**src/rtl/ft_fifo_responder_if.sv**
```systemverilog
// FT245-style synchronous FIFO bus plus host-side valid/ready streams.
// The responder uses the slave view; whatever drives the bus uses the master view.
interface ft_fifo_responder_if;
    logic        ft_rd;
    logic        ft_wr;
    logic        ft_oe;
    logic [15:0] ft_data_i;
    logic [1:0]  ft_be_i;
    logic        ft_rxf;
    logic        ft_txe;
    logic [15:0] ft_data_o;
    logic [1:0]  ft_be_o;
    logic        ft_data_oe;
    logic [15:0] host_in_data;
    logic        host_in_valid;
    logic        host_in_ready;
    logic [17:0] host_out_data;
    logic        host_out_valid;
    logic        host_out_ready;
    logic        err_rd_empty;
    logic        err_wr_full;
    logic        err_conflict;

    modport slave (
        input  ft_rd, ft_wr, ft_oe, ft_data_i, ft_be_i,
        input  host_in_data, host_in_valid, host_out_ready,
        output ft_rxf, ft_txe, ft_data_o, ft_be_o, ft_data_oe,
        output host_in_ready, host_out_data, host_out_valid,
        output err_rd_empty, err_wr_full, err_conflict
    );

    modport master (
        output ft_rd, ft_wr, ft_oe, ft_data_i, ft_be_i,
        output host_in_data, host_in_valid, host_out_ready,
        input  ft_rxf, ft_txe, ft_data_o, ft_be_o, ft_data_oe,
        input  host_in_ready, host_out_data, host_out_valid,
        input  err_rd_empty, err_wr_full, err_conflict
    );
endinterface

```
**src/rtl/ft_fifo_responder.sv**
```systemverilog
// Chip-side FT600-style 245 FIFO responder: RX FIFO feeds master reads,
// TX FIFO captures master writes; both are first-word-fall-through.
module ft_fifo_responder #(
    parameter int DEPTH = 16
) (
    input  logic clk,
    input  logic rst,
    ft_fifo_responder_if.slave bus
);
    localparam int AW = $clog2(DEPTH);
    localparam int CW = AW + 1;

    typedef enum logic [1:0] {IDLE, TURN, DRIVE} state_t;

    state_t          state_reg;
    logic            data_oe_reg;
    logic [15:0]     rx_mem [DEPTH];
    logic [17:0]     tx_mem [DEPTH];
    logic [AW-1:0]   rx_wr_ptr_reg, rx_rd_ptr_reg, tx_wr_ptr_reg, tx_rd_ptr_reg;
    logic [CW-1:0]   rx_count_reg, tx_count_reg;
    logic [15:0]     rx_head_reg;
    logic [17:0]     tx_head_reg;
    logic            err_rd_empty_reg, err_wr_full_reg, err_conflict_reg;

    logic            rx_empty, rx_full, tx_empty, tx_full;
    logic            rx_push, rx_pop, tx_push, tx_pop;
    logic            rx_bypass, tx_bypass;
    logic [AW-1:0]   rx_rd_ptr_next, tx_rd_ptr_next;

    assign rx_empty = (rx_count_reg == '0);
    assign rx_full  = (rx_count_reg == CW'(DEPTH));
    assign tx_empty = (tx_count_reg == '0);
    assign tx_full  = (tx_count_reg == CW'(DEPTH));

    assign rx_push = !rst && bus.host_in_valid && !rx_full;
    assign rx_pop  = !rst && !bus.ft_oe && !bus.ft_rd && !rx_empty && (state_reg == DRIVE);
    assign tx_push = !rst && !bus.ft_wr && bus.ft_oe && !tx_full;
    assign tx_pop  = !rst && bus.host_out_ready && !tx_empty;

    assign rx_rd_ptr_next = rx_rd_ptr_reg + AW'(rx_pop);
    assign tx_rd_ptr_next = tx_rd_ptr_reg + AW'(tx_pop);

    // A push into a FIFO that will be empty after this edge must reach the head
    // register directly, since the RAM write only lands on this same edge.
    assign rx_bypass = rx_push && (rx_count_reg == CW'(rx_pop));
    assign tx_bypass = tx_push && (tx_count_reg == CW'(tx_pop));

    always_ff @(posedge clk) begin
        if (rx_push) rx_mem[rx_wr_ptr_reg] <= bus.host_in_data;
        if (tx_push) tx_mem[tx_wr_ptr_reg] <= {bus.ft_be_i, bus.ft_data_i};
        rx_head_reg <= rx_bypass ? bus.host_in_data : rx_mem[rx_rd_ptr_next];
        tx_head_reg <= tx_bypass ? {bus.ft_be_i, bus.ft_data_i} : tx_mem[tx_rd_ptr_next];
    end

    always_ff @(posedge clk) begin
        if (rst) begin
            state_reg        <= IDLE;
            data_oe_reg      <= 1'b0;
            rx_wr_ptr_reg    <= '0;
            rx_rd_ptr_reg    <= '0;
            tx_wr_ptr_reg    <= '0;
            tx_rd_ptr_reg    <= '0;
            rx_count_reg     <= '0;
            tx_count_reg     <= '0;
            err_rd_empty_reg <= 1'b0;
            err_wr_full_reg  <= 1'b0;
            err_conflict_reg <= 1'b0;
        end else begin
            case (state_reg)
                IDLE: if (!bus.ft_oe) state_reg <= TURN;
                TURN: begin
                    if (!bus.ft_oe) begin
                        state_reg   <= DRIVE;
                        data_oe_reg <= 1'b1;
                    end else begin
                        state_reg   <= IDLE;
                    end
                end
                DRIVE: begin
                    if (bus.ft_oe) begin
                        state_reg   <= IDLE;
                        data_oe_reg <= 1'b0;
                    end
                end
                default: begin
                    state_reg   <= IDLE;
                    data_oe_reg <= 1'b0;
                end
            endcase

            if (rx_push) rx_wr_ptr_reg <= rx_wr_ptr_reg + 1'b1;
            if (tx_push) tx_wr_ptr_reg <= tx_wr_ptr_reg + 1'b1;
            rx_rd_ptr_reg <= rx_rd_ptr_next;
            tx_rd_ptr_reg <= tx_rd_ptr_next;
            rx_count_reg  <= rx_count_reg + CW'(rx_push) - CW'(rx_pop);
            tx_count_reg  <= tx_count_reg + CW'(tx_push) - CW'(tx_pop);

            if (!bus.ft_rd && !bus.ft_oe && rx_empty && (state_reg == DRIVE))
                err_rd_empty_reg <= 1'b1;
            if (!bus.ft_wr && bus.ft_oe && tx_full)
                err_wr_full_reg <= 1'b1;
            if (!bus.ft_wr && !bus.ft_oe)
                err_conflict_reg <= 1'b1;
        end
    end

    assign bus.ft_rxf         = rx_empty;
    assign bus.ft_txe         = tx_full;
    assign bus.ft_data_o      = rx_head_reg;
    assign bus.ft_be_o        = 2'b11;
    assign bus.ft_data_oe     = data_oe_reg;
    assign bus.host_in_ready  = !rx_full;
    assign bus.host_out_data  = tx_head_reg;
    assign bus.host_out_valid = !tx_empty;
    assign bus.err_rd_empty   = err_rd_empty_reg;
    assign bus.err_wr_full    = err_wr_full_reg;
    assign bus.err_conflict   = err_conflict_reg;
endmodule

```
**src/flat_wrapper.sv**
```systemverilog
// flat-port wrapper written by rule: the top's interface ports become plain ports
module ft_fifo_responder_flat 
#(
    parameter int DEPTH = 16
)
  (clk, rst, bus_ft_rd, bus_ft_wr, bus_ft_oe, bus_ft_data_i, bus_ft_be_i, bus_host_in_data, bus_host_in_valid, bus_host_out_ready, bus_ft_rxf, bus_ft_txe, bus_ft_data_o, bus_ft_be_o, bus_ft_data_oe, bus_host_in_ready, bus_host_out_data, bus_host_out_valid, bus_err_rd_empty, bus_err_wr_full, bus_err_conflict);
  ft_fifo_responder_if bus_i ();
  input  logic clk;
  input  logic rst;
  input wire logic [$bits(bus_i.ft_rd)-1:0] bus_ft_rd;
  input wire logic [$bits(bus_i.ft_wr)-1:0] bus_ft_wr;
  input wire logic [$bits(bus_i.ft_oe)-1:0] bus_ft_oe;
  input wire logic [$bits(bus_i.ft_data_i)-1:0] bus_ft_data_i;
  input wire logic [$bits(bus_i.ft_be_i)-1:0] bus_ft_be_i;
  input wire logic [$bits(bus_i.host_in_data)-1:0] bus_host_in_data;
  input wire logic [$bits(bus_i.host_in_valid)-1:0] bus_host_in_valid;
  input wire logic [$bits(bus_i.host_out_ready)-1:0] bus_host_out_ready;
  output wire logic [$bits(bus_i.ft_rxf)-1:0] bus_ft_rxf;
  output wire logic [$bits(bus_i.ft_txe)-1:0] bus_ft_txe;
  output wire logic [$bits(bus_i.ft_data_o)-1:0] bus_ft_data_o;
  output wire logic [$bits(bus_i.ft_be_o)-1:0] bus_ft_be_o;
  output wire logic [$bits(bus_i.ft_data_oe)-1:0] bus_ft_data_oe;
  output wire logic [$bits(bus_i.host_in_ready)-1:0] bus_host_in_ready;
  output wire logic [$bits(bus_i.host_out_data)-1:0] bus_host_out_data;
  output wire logic [$bits(bus_i.host_out_valid)-1:0] bus_host_out_valid;
  output wire logic [$bits(bus_i.err_rd_empty)-1:0] bus_err_rd_empty;
  output wire logic [$bits(bus_i.err_wr_full)-1:0] bus_err_wr_full;
  output wire logic [$bits(bus_i.err_conflict)-1:0] bus_err_conflict;
  assign bus_i.ft_rd = bus_ft_rd;
  assign bus_i.ft_wr = bus_ft_wr;
  assign bus_i.ft_oe = bus_ft_oe;
  assign bus_i.ft_data_i = bus_ft_data_i;
  assign bus_i.ft_be_i = bus_ft_be_i;
  assign bus_i.host_in_data = bus_host_in_data;
  assign bus_i.host_in_valid = bus_host_in_valid;
  assign bus_i.host_out_ready = bus_host_out_ready;
  assign bus_ft_rxf = bus_i.ft_rxf;
  assign bus_ft_txe = bus_i.ft_txe;
  assign bus_ft_data_o = bus_i.ft_data_o;
  assign bus_ft_be_o = bus_i.ft_be_o;
  assign bus_ft_data_oe = bus_i.ft_data_oe;
  assign bus_host_in_ready = bus_i.host_in_ready;
  assign bus_host_out_data = bus_i.host_out_data;
  assign bus_host_out_valid = bus_i.host_out_valid;
  assign bus_err_rd_empty = bus_i.err_rd_empty;
  assign bus_err_wr_full = bus_i.err_wr_full;
  assign bus_err_conflict = bus_i.err_conflict;
  ft_fifo_responder #(.DEPTH(DEPTH)) u_core (.clk(clk), .rst(rst), .bus(bus_i));
endmodule
```
**config.mk**
```make
export PLATFORM = sky130hd
export DESIGN_NAME = ft_fifo_responder_flat
export DESIGN_NICKNAME = d
export VERILOG_FILES = /design/src/rtl/ft_fifo_responder_if.sv /design/src/rtl/ft_fifo_responder.sv /design/src/flat_wrapper.sv
export SDC_FILE = /design/constraint.sdc
export NUM_CORES = 1
export LEC_CHECK = 0
export ABC_AREA = 1
export CORE_MARGIN = 2
export CORE_UTILIZATION = 47
export CTS_CLUSTER_SIZE = 12
export DETAILED_ROUTE_END_ITERATION = 6
export GPL_ROUTABILITY_DRIVEN = 0
export HOLD_SLACK_MARGIN = 0.1
export PLACE_DENSITY_LB_ADDON = 0.3
export REMOVE_ABC_BUFFERS = 1
export SYNTH_ARGS = -nofsm -noshare
export SYNTH_HDL_FRONTEND = slang
export SYNTH_SLANG_ARGS = --single-unit
```
**constraint.sdc**
```tcl
create_clock -name clk -period 2.4 [get_ports clk]
set_input_delay 0.24 -clock clk [delete_from_list [all_inputs] [get_ports clk]]
set_output_delay 0.24 -clock clk [all_outputs]
set_load 0.1 [all_outputs]
```
==> results.ini <==
[drt]
via_count=17300
drt_iter0_drc=1828
ant_nets=0
drt_pass1_iterations=6
wl_um=64800
wl_per_cell_um=21.3
drc=0
via_per_inst=5.70

[critical_path]
start_kind=flop
crit_fanout=8
crit_start=u_core.tx_count_reg[3]
cp_common_cell=ha_4
cp.arrival_ns=2.98
endpoint_kind=flop
timing.rr.start=u_core.tx_count_reg[3]
cp_slowest_stage_delay_ns=0.42
path_cells=inv_2 > ha_4 > inv_2 > nor4_4 > nor2_2 > ha_4 > ha_4 > buf_6 > clkbuf_16 > o21ai_2 > o221ai_1 > o211ai_1 > a31oi_1
slowest_stage=ha_4
r2r_slack_ns=-0.04
path_class=reg2reg
required_ns=2.94

[power]
seqPwrFrac_pct=42.8
irDropWorstVdd_uv=779
clkPwrFrac_pct=33.6
p_int_w=0.0195
p_switching_w=0.00897
p_comb_share_pct=23.6
p_sw_share_pct=31.5
power_density_nw_per_um2=917
leakage_nw=11.4

[final_layout]
multi_input_area_um2=6520
diodes=0
fillCellCount=4078
top_register=u_core.tx_mem
drive_gt1_share_pct=18.4
largest_register_ffs=288
area_delta_synth_final_pct=24.3
num-nets-final=2364
seq_area_um2=17700

[sta]
final.setup_skew_ns=0.0285
drv_slew=0
slew-limit-headroom_pct=56.4
period_share_pct=102
tightestPinTransition_ns=0.651
hold_violations=0
rsz0062_at_grt=true
fin_crit_ns=2.44
worst_slack_ns=-0.0393
setup_viol=8
fmax_mhz=410
setup_tns_ns=-0.174

[grt]
antenna_found_initial=2
use_met3_pct=4.32
grt.busiest_layer=met2
grt_usage_pct=22.5
grt_pass1_vias=16500
overflow=0
grt_max_degree=67
grt_pass1_wl_um=93300
met1_usage_pct=30.9
grt_use_met2_pct=35.5

[die]
num_io_pins=85
initial_core_util_pct=47.5
die_w_um=235
placement_rows=84
core_um2=52600
die_area_um2=55000
die_h_um=235

[min_path]
hp-start=bus_ft_wr
hp-class=in2reg

[yosys]
syn_inst=2083
ys_async_sr_fraction_pct=0
synth.area.top_cells=edfxtp_1 (65%), dfxtp_1 (5.3%), nand3_1 (4.9%)
syn_area_per_cell_um2=12.0
ys_warn_count=0
synth_top_area_share_pct=65.4
synth_cell_type_count=37
synthFlopType=edfxtp_1
syn-cell-area_um2=25000
synth_top_cell_by_area=edfxtp_1
synth-edff-count=544
synth_seq_cells=610
synth-seq-area-share_pct=70.7

[clock_tree]
htreeDepth=3
clk_latency_ns=0.63
hold_buffers=0
cts_num_sinks=610
clk_pin_slew_ns=0.06
cts_made_buffers=66
cts.root.buffer_cell=clkbuf_16
cts_tree=done
clockBufferDepth=3

[run]
drv_cap=0

[place]
preCtsSetupSlack_ns=-0.275
numPortBuffers=82
dp_hpwl_um=35400

[status]
violations=negative setup slack
status=finished with violations

routing by layer:
layer	vias up	routed length, um
li1	7863	-
met1	8506	26800
met2	827	30200
met3	140	5900
met4	4	1860
met5	-	26
stage by stage:
| stage | hold WS [ns] | total power [W] | cells | util (%) | instance area, um2 |
|---|---|---|---|---|---|
| finish | 0.304 | 0.0285 | 3040 | 59.1 | 31100 |
| global route | 0.359 | 0.0295 | 3040 | 59.1 | 31100 |
| CTS | 0.288 | 0.0279 | 3002 | 57.3 | 30100 |
| detailed placement | 0.449 | 0.0183 | 2880 | 53.3 | 28000 |
| global placement | 0.445 | 0.0182 | 2880 | 53.3 | 28000 |
| floorplan | 0.309 | 0.0161 | 1955 | - | 24400 |
layout by cell type (no fill, tap or decap), types with 16 or more instances in the layout:
cell / instances
buf_6: 16
o211ai_1: 35
a31oi_1: 20
o22ai_1: 28
nand3b_1: 96
a21oi_1: 16
dfxtp_1: 64
o221ai_1: 34
nor2_1: 191
inv_1: 158
clkbuf_16: 81
o21ai_0: 112
nor2_2: 35
edfxtp_1: 544
buf_12: 59
nand3_1: 245
nand2_1: 257
buf_4: 139
clkdlybuf4s50_1: 40
clkbuf_1: 31
o21ai_2: 22
synthesized netlist by cell type (20+ instances only):
library cell	n
o21ai_0	150
clkbuf_1	72
a31oi_1	20
o22ai_1	35
nor2_1	226
edfxtp_1	544
dfxtp_1	66
nand3_1	246
o221ai_1	37
ha_1	22
buf_2	37
inv_1	163
nand2_1	260
o211ai_1	35
nand3b_1	96
worst paths after layout:
path,end,cells past startpoint
max,u_core.bus.host_out_data[14],13
min,u_core.bus.err_conflict,4
max reg2reg,u_core.bus.host_out_data[14],13
min reg2reg,u_core.bus.err_wr_full,2
worst max-delay path, delay by kind of cell (launching register included):
family                     cells  cell delay [ns]
DFF                            1             0.32
adders and majority gates      3             0.73
and+or+nand+nor                2             0.27
buffers and inverters          4             0.42
AOI/OAI and AO/OA              4             0.60
logic make-up after synthesis:
family | count (synthesis) | synth area share, %
AOI/OAI and AO/OA | 297 | 7.17
xor gates and xnor gates | 8 | 0.386
adders and majority gates | 24 | 1.26
buffers and inverters | 301 | 4.93
DFF | 610 | 70.7
other | 1 | 0.0150
and+or+nand+nor | 842 | 15.6
area by class of cell:
cell class                 count  area share (%)
sequential                   610            56.9
multi-input combinational   1173            21.0
timing repair buffer         276            10.7
clock buffer                 100            5.83
tap                          688            2.77
inverter                     172            2.14
clock inverter                21           0.713
power groups by stage:
stage	combinational (W)	clock [W]	sequential, W
6_report	0.00671	0.00957	0.0122
5_1_grt	0.00715	0.0101	0.0122
4_1_cts	0.00601	0.00968	0.0122
3_5_place_dp	0.00594	0	0.0124
3_3_place_gp	0.00584	0	0.0124
2_1_floorplan	0.00218	0	0.0140
what timing repair did:
action | 4_1_cts | 5_1_grt
endpoints found under the hold margin | 0 | 0
gates cloned | 1 | 19
gates resized for setup | 6 | 136
setup endpoints to repair | 32 | 167
pin swaps | 0 | 52
setup buffers | 0 | 19
Note: power is estimated with default switching activity, not from simulation.
